`config.mk`:
```
export PLATFORM = sky130hd
export DESIGN_NAME = pclk_seq
export DESIGN_NICKNAME = d
export VERILOG_FILES = /design/src/rtl/pclk_seq.sv
export SDC_FILE = /design/constraint.sdc
export NUM_CORES = 1
export LEC_CHECK = 0
export BUFFER_PORTS_ARGS = -buffer_cell sky130_fd_sc_hd__buf_2
export CAP_MARGIN = 20
export CORE_ASPECT_RATIO = 0.9
export CORE_MARGIN = 2
export CORE_UTILIZATION = 40
export DETAILED_ROUTE_END_ITERATION = 6
export GPL_TIMING_DRIVEN = 0
export PLACE_DENSITY = 0.61
export SYNTH_ARGS = -nofsm -noshare
export SYNTH_HDL_FRONTEND = slang
export SYNTH_SLANG_ARGS = --single-unit
export TNS_END_PERCENT = 1
```
`constraint.sdc`:
```
create_clock -name clk -period 3.3 [get_ports clk]
set_input_delay 0.33 -clock clk [delete_from_list [all_inputs] [get_ports clk]]
set_output_delay 0.33 -clock clk [all_outputs]
set_load 0.03 [all_outputs]
```
`src/rtl/pclk_seq.sv`:
```
// rtl/pclk_seq.sv - four-phase power-clock sequencer with quarter counter and clean drain
// Phase k runs UP/HOLD/DN/WAIT offset by k quarters; each phase re-arms only at its own UP boundary.
module pclk_seq #(
   parameter int              CNT_W    = 4,
   parameter logic [CNT_W-1:0] QLEN_RST = 4'd3
) (
   input  logic             clk,
   input  logic             rst,
   input  logic             run_req,
   input  logic [CNT_W-1:0] qlen_in,
   output logic [7:0]       ph_st,
   output logic [CNT_W-1:0] ramp_step,
   output logic [1:0]       quarter,
   output logic             tick,
   output logic             busy,
   output logic             run_ack
);

   localparam logic [1:0] ST_WAIT = 2'b11;

   logic [CNT_W-1:0] qlen_r;
   logic [CNT_W-1:0] cnt;
   logic [1:0]       q;
   logic [3:0]       act;
   logic             idle;
   logic             boundary;
   logic [1:0]       q_nxt;
   logic [3:0]       act_bnd;

   assign idle     = (act == 4'b0000);
   assign boundary = !idle && (cnt == qlen_r);
   assign q_nxt    = q + 2'd1;

   // At a boundary only the phase about to enter UP samples run_req.
   always_comb begin
      act_bnd        = act;
      act_bnd[q_nxt] = run_req;
   end

   always_ff @(posedge clk or posedge rst) begin
      if (rst) begin
         act    <= 4'b0000;
         cnt    <= '0;
         q      <= 2'd0;
         qlen_r <= QLEN_RST;
      end else if (idle) begin
         qlen_r <= qlen_in;
         cnt    <= '0;
         q      <= 2'd0;
         act    <= {3'b000, run_req};
      end else if (boundary) begin
         cnt <= '0;
         q   <= (act_bnd == 4'b0000) ? 2'd0 : q_nxt;
         act <= act_bnd;
      end else begin
         cnt <= cnt + CNT_W'(1);
      end
   end

   always_comb begin
      ph_st = 8'hFF;
      for (int k = 0; k < 4; k++) begin
         ph_st[2*k +: 2] = act[k] ? (q - 2'(k)) : ST_WAIT;
      end
   end

   assign ramp_step = cnt;
   assign quarter   = q;
   assign tick      = boundary;
   assign busy      = !idle;
   assign run_ack   = &act;

endmodule

```
==> results.md, run 1 <==
* Pwr per Cell Area at 1110 mW/mm^2
* Leakage at 0.487 nW
* Io pins at 24
* Reg2reg path depth at 5
* DRT iter0 DRCs at 6
* PortBufs at 23
* Post-synth net total at 92
* Initial antenna violation count at 0
* Peak supply drop at 480 uV
* FF/Latch Area at 353 sq um
* Cells after Synth at 80
* Crit path DAT at 1.88 ns
* Clock buffer count from CTS at 3
* CP startpoint kind: flip-flop
* Met2 Use GR at 22.6%
* Die Width at 51.1 um
* YS warnings at 0
* Hold WC Path Type: in2async
* Reg2Reg Setup Slack at 1.48 ns
* Achievable Freq at 453 MHz
* Reg2Reg Launch Point: quarter[0]
* Number of max-cap violations at 0
* Pin count of the biggest net entering global routing at 15
* Sum Neg Setup Slack at 0 ns
* Critical R2R Capture: quarter[1]
* Dpl cells at 128
* Final HPWL from detailed placement at 1190 um
* Via Count at 628
* Post-Layout Cell Count at 132
* Row count at 15
* Tmin final at 2.21 ns
* Tot GR Track Use at 15.0%
* Worst-path maximum fanout at 10
* Vias/cell at 4.76
* Final setup viols at 0
* Post-DP Area at 945 sq um
* CTS H-tree depth at 1
* Nets@finish at 120
* Crit end category: primary output
* Met3 Use GR at 5.84%
* Clk_lat worst skew at 0.28 ns
* Register clock-pin slew on the reported worst setup and hold paths at 0.08 ns
* Slew headroom at 58.4%
* RSZ-0062 raised after global routing: no
* Drt wl/cell at 11.8 um
* CTS sink count at 14
* # resized after CTS at 0
* Vias in the first global route at 537
* Grt total ovfl at 0
* DRC viols at 0
* Slew Limit Fails at 0
* Post-CTS Setup Repair Bufs at 0
* Die height at 46.4 um
* GRT Max-Usage Layer: met2
* Global-route wire length before repair at 2550 um
* Routing usage on met1 at 19.7%
* Initial Utilization at 42.1%
* Status: finished, final reports clean
* Final worst path period share at 66.9%
* CTS tree: yes
* Area Growth Syn to Fin at 21.6%
* Mapped cell area at 798 sq um
* Final wirelength at 1560 um
* CP Data Required Time at 2.97 ns
* Most common cell after layout, fill and taps aside: buf_2
* Final hold violations at 0
* Clk_skew at 0.00884 ns
* Hold_buf cts at 0
* Die Area at 0.00237 sq mm
* Commonest non-fill, non-tap cells in the layout: buf_2, nand2_1, dfrtp_1
* CTS root buffer: clkbuf_4
* Syn avg cell area at 9.98 sq um
* Share of post-route cells with drive strength above 1 at 36.4%
* Initial DRT Pass Iterations at 4
* Multi-input logic area at 417 sq um
* Post-synth cell types at 26
* Worst-margin pin slew at 0.620 ns
* Crit Path Class: reg2out
* Diode count at 0
* CORE AREA at 0.00190 sq mm
* Post-route ant nets at 0
* Count of state elements after synthesis at 14
* Routability cong. at 0.786
* Largest buffer count on any clock path at 2
* Register area share after synthesis at 44.2%
* Fill cell count at 190
* CP startpoint: qlen_r[0]
* Cell area after layout at 971 sq um
## worst max-delay path by stage
| stage | endpoint | cells after the start |
|---|---|---|
| after global placement | tick | 4 |
| after global routing | tick | 4 |
| after floorplan | quarter[1] | 5 |
| final | tick | 4 |
| after CTS | tick | 4 |
| after detailed placement | tick | 4 |
## Yosys cell counts (all sizes together)
cell	n	area, sq um
or2b	2	15.0
or2	1	6.26
a22oi	1	7.51
and4	1	8.76
dfstp	2	52.6
o41ai	1	8.76
a21oi	1	5.00
a32o	1	10.0
inv	7	28.8
o2111ai	1	8.76
nand3	1	5.00
nor4	2	42.5
a22o	1	8.76
xor2	5	43.8
xnor2	1	8.76
a31o	2	17.5
nor3	1	5.00
dfrtp	12	300
ha	5	62.6
a21o	1	8.76
nand2	22	82.6
and2	3	23.8
mux2	2	22.5
nor2	4	15.0
## where the power goes
group	total, mW	internal (mW)	switching (mW)
Combinational	0.615	0.230	0.385
Clock	0.0983	0.0469	0.0515
Sequential	0.364	0.260	0.105
## area by class of cell
cell class / count / share of cell area [%]
Multi-Input combinational cell: 59 / 42.9
Timing Repair Buffer: 23 / 11.9
Sequential cell: 14 / 36.3
Tap cell: 25 / 3.22
Clock buffer: 4 / 2.71
Inverter: 7 / 2.96
## critical path, stage by stage (launching register included)
cell	delay (ns)
dfstp_2	0.55
xor2_1	0.10
nor4_4	0.52
and2_4	0.25
buf_2	0.19
## state kept, by name, summed over array words and instances (netlist names)
register and flops:
act 4, qlen_r 4, quarter 2, ramp_step 4
## routing by layer
layer / up-vias / part of all wire [%]
li1: 325 / -
met1: 293 / 51
met2: 8 / 45
met3: 2 / 3.3
met4: 0 / 0.77
met5: - / 0
## cell families (layout without fill, tap and decap cells)
kind of cell	count (synthesis)	count (layout)	synth area share, %
and+or+nand+nor	37	37	25.5
DFF	14	14	44.2
AOI/OAI and AO/OA	9	9	9.41
buffers and inverters	7	34	3.61
xor gates and xnor gates	6	6	6.58
adders and majority gates	5	5	7.84
muxes	2	2	2.82
## metrics by stage
step                hold WS (ns)  worst slack (ns)  util [%]  power, mW
floorplan                  0.218              1.44         -      0.831
global placement           0.391              1.38      49.8      0.981
detailed placement         0.400              1.39      49.8      0.986
CTS                       0.0912              1.08      51.2       1.09
global route               0.127             0.958      51.2       1.16
finish                    0.0712              1.09      51.2       1.08
Note: power is estimated with default switching activity, not from simulation.
==> inputs of run 2 (changes only) <==
- PLACE_DENSITY: 0.61 -> 0.63
- clock period: 3.3 -> 1.9 ns (I/O delays scaled with it)
==> run 2 against run 1 <==
  * Utilization is 2.2 points higher
  * Highest routed layer unchanged
  * Die area stayed put
  * Cell area is 4.4% higher
==> results.md, run 2 (synthesis results as in run 1) <==
* Die height at 46.4 um (unchanged)
* Switch share at 49.0% (was 50.2%)
* Tot GR Track Use at 17.0% (was 15.0%)
* Post-Layout Cell Count at 136 (was 132)
* Global-route wire length before repair at 2860 um (was 2550 um)
* Pin count of the biggest net entering global routing at 15 (unchanged)
* Number of max-cap violations at 0 (unchanged)
* Dpl ws at 0.113 ns (was 1.39 ns)
* Largest buffer count on any clock path at 2 (unchanged)
* Grt total ovfl at 0 (unchanged)
* CP endpoint: tick (unchanged)
* Initial antenna violation count at 0 (unchanged)
* Final setup viols at 0 (unchanged)
* Reg2reg path depth at 5 (unchanged)
* CP startpoint: ramp_step[2] (was qlen_r[0])
* Critical R2R Capture: quarter[1] (unchanged)
* Hold depth at 3
* Vias in the first global route at 583 (was 537)
* CTS root buffer: clkbuf_4 (unchanged)
* Clock buffer count from CTS at 3 (unchanged)
* Io pins at 24 (unchanged)
* CP Data Required Time at 1.71 ns (was 2.97 ns)
* Status: finished, final reports clean (unchanged)
* P_int at 1.01 mW (was 0.537 mW)
* Final HPWL from detailed placement at 1210 um (was 1190 um)
* Crit path DAT at 1.65 ns (was 1.88 ns)
* Dpl cells at 128 (unchanged)
* Register clock-pin slew on the reported worst setup and hold paths at 0.09 ns (was 0.08 ns)
* Crit end category: primary output (unchanged)
* Leakage at 0.512 nW (was 0.487 nW)
* DRC viols at 0 (unchanged)
* Achievable Freq at 545 MHz
* Tmin final at 1.84 ns
* Die Width at 51.1 um (unchanged)
* Logic gate share of total power at 57.5% (was 57.1%)
* Reg2Reg Launch Point: quarter[0] (unchanged)
* Area Growth Syn to Fin at 27.0% (was 21.6%)
* Seq pwr share at 31.7% (was 33.8%)
* Slew Limit Fails at 0 (unchanged)
* Crit Path Class: reg2out (unchanged)
* Die Area at 0.00237 sq mm (unchanged)
* Share of post-route cells with drive strength above 1 at 38.7% (was 36.4%)
* Final Util at 53.5% (was 51.2%)
* PortBufs at 23 (unchanged)
* Met2 Use GR at 25.5% (was 22.6%)
* RSZ-0062 raised after global routing: yes (was no)
* Fill cell count at 184 (was 190)
* Initial Utilization at 42.1% (unchanged)
* Worst-path maximum fanout at 4 (was 10)
* Psw at 0.967 mW (was 0.541 mW)
* Slew headroom at 64.3% (was 58.4%)
* GRT Max-Usage Layer: met2 (unchanged)
* Routing usage on met1 at 24.0% (was 19.7%)
* Drt wl/cell at 12.6 um (was 11.8 um)
* Initial DRT Pass Iterations at 4 (unchanged)
* Reg2Reg Setup Slack at 0.18 ns (was 1.48 ns)
* Row count at 15 (unchanged)
* Peak supply drop at 786 uV (was 480 uV)
* FF/Latch Area at 353 sq um (unchanged)
* Hold_ws at 0.0885 ns (was 0.0712 ns)
* # resized after CTS at 0 (unchanged)
* Diode count at 0 (unchanged)
* Vias/cell at 4.62 (was 4.76)
* Worst-margin pin slew at 0.536 ns (was 0.620 ns)
* Clk_skew at 0.00880 ns (was 0.00884 ns)
* Via Count at 628 (unchanged)
* Commonest non-fill, non-tap cells in the layout: buf_2, nand2_1, dfrtp_1 (unchanged)
* Multi-input logic area at 417 sq um (unchanged)
* CTS tree: yes (unchanged)
* Routability cong. at 0.757 (was 0.786)
* Final worst setup slack at 0.0645 ns (was 1.09 ns)
* Post-route ant nets at 0 (unchanged)
* Final wirelength at 1710 um (was 1560 um)
* DRT iter0 DRCs at 8 (was 6)
* Final hold violations at 0 (unchanged)
* Pwr per Cell Area at 1950 mW/mm^2 (was 1110 mW/mm^2)
* Clk network pwr share at 10.8% (was 9.1%)
* CTS sink count at 14 (unchanged)
* CTS H-tree depth at 1 (unchanged)
* Hold path startpoint: qlen_in[3]
* Hold WC Path Type: in2reg (was in2async)
* Nets@finish at 124 (was 120)
* CORE AREA at 0.00190 sq mm (unchanged)
* CP startpoint kind: flip-flop (unchanged)
* Most common cell after layout, fill and taps aside: buf_2 (unchanged)
* Clk_lat worst skew at 0.28 ns (about the same)
* Met3 Use GR at 5.84% (unchanged)
* Final worst path period share at 96.6%
==> run 2: cell count changes in the layout (fill, tap and decap cells not counted), sizes merged <==
cell,before,now
buf,23,26
dlygate4sd3,0,1
==> run 2: metal layers <==
metal	vias to the layer above	wire length, um
met5	-	0
met4	0	9
met3	2	76
met2	11	788
met1	287	838
li1	328	-
==> run 2: per-stage QoR <==
step,instance area (sq um),TNS (ns),power (mW)
2_1_floorplan,798,0,1.44
5_1_grt,1010,-0.00235,2.13
3_3_place_gp,945,0,1.70
3_5_place_dp,945,0,1.72
4_1_cts,1010,0,1.98
6_report,1010,0,1.97
==> run 2: worst min-delay path by stage <==
stage / slack (ns) / end
6_report: 0.09 / qlen_r[3]
5_1_grt: 0.09 / qlen_r[3]
4_1_cts: 0.08 / qlen_r[1]
3_5_place_dp: 0.26 / act[2]
3_3_place_gp: 0.25 / qlen_r[2]
2_1_floorplan: 0.08 / act[0]
==> run 2: area by class of cell <==
cell class	count	area share, %
flip-flops and latches	14	34.8
clock buffers	4	3.58
multi-input cells	59	41.1
well taps	25	3.09
repair buffers	27	14.6
inverters	7	2.84
==> run 2: repair_timing <==
action / CTS / global route
hold buffers: 1 / 0
pin swaps: 2 / 0
hold endpoints to repair: 12 / 0
buffers inserted: 2 / 1
setup endpoints to repair: 1 / 3
==> run 2: power by group through the flow <==
stage	Sequential [mW]	Clock (mW)	Combinational, mW
finish	0.625	0.213	1.13
global route	0.653	0.230	1.25
CTS	0.636	0.219	1.13
detailed placement	0.640	0	1.08
global placement	0.635	0	1.06
floorplan	0.701	0	0.742
==> run 2: critical path: stages, from the launching register on <==
cell and delay [ns]:
dfrtp_1 0.44, xor2_1 0.19, nor4_4 0.34, and2_4 0.20, buf_2 0.19
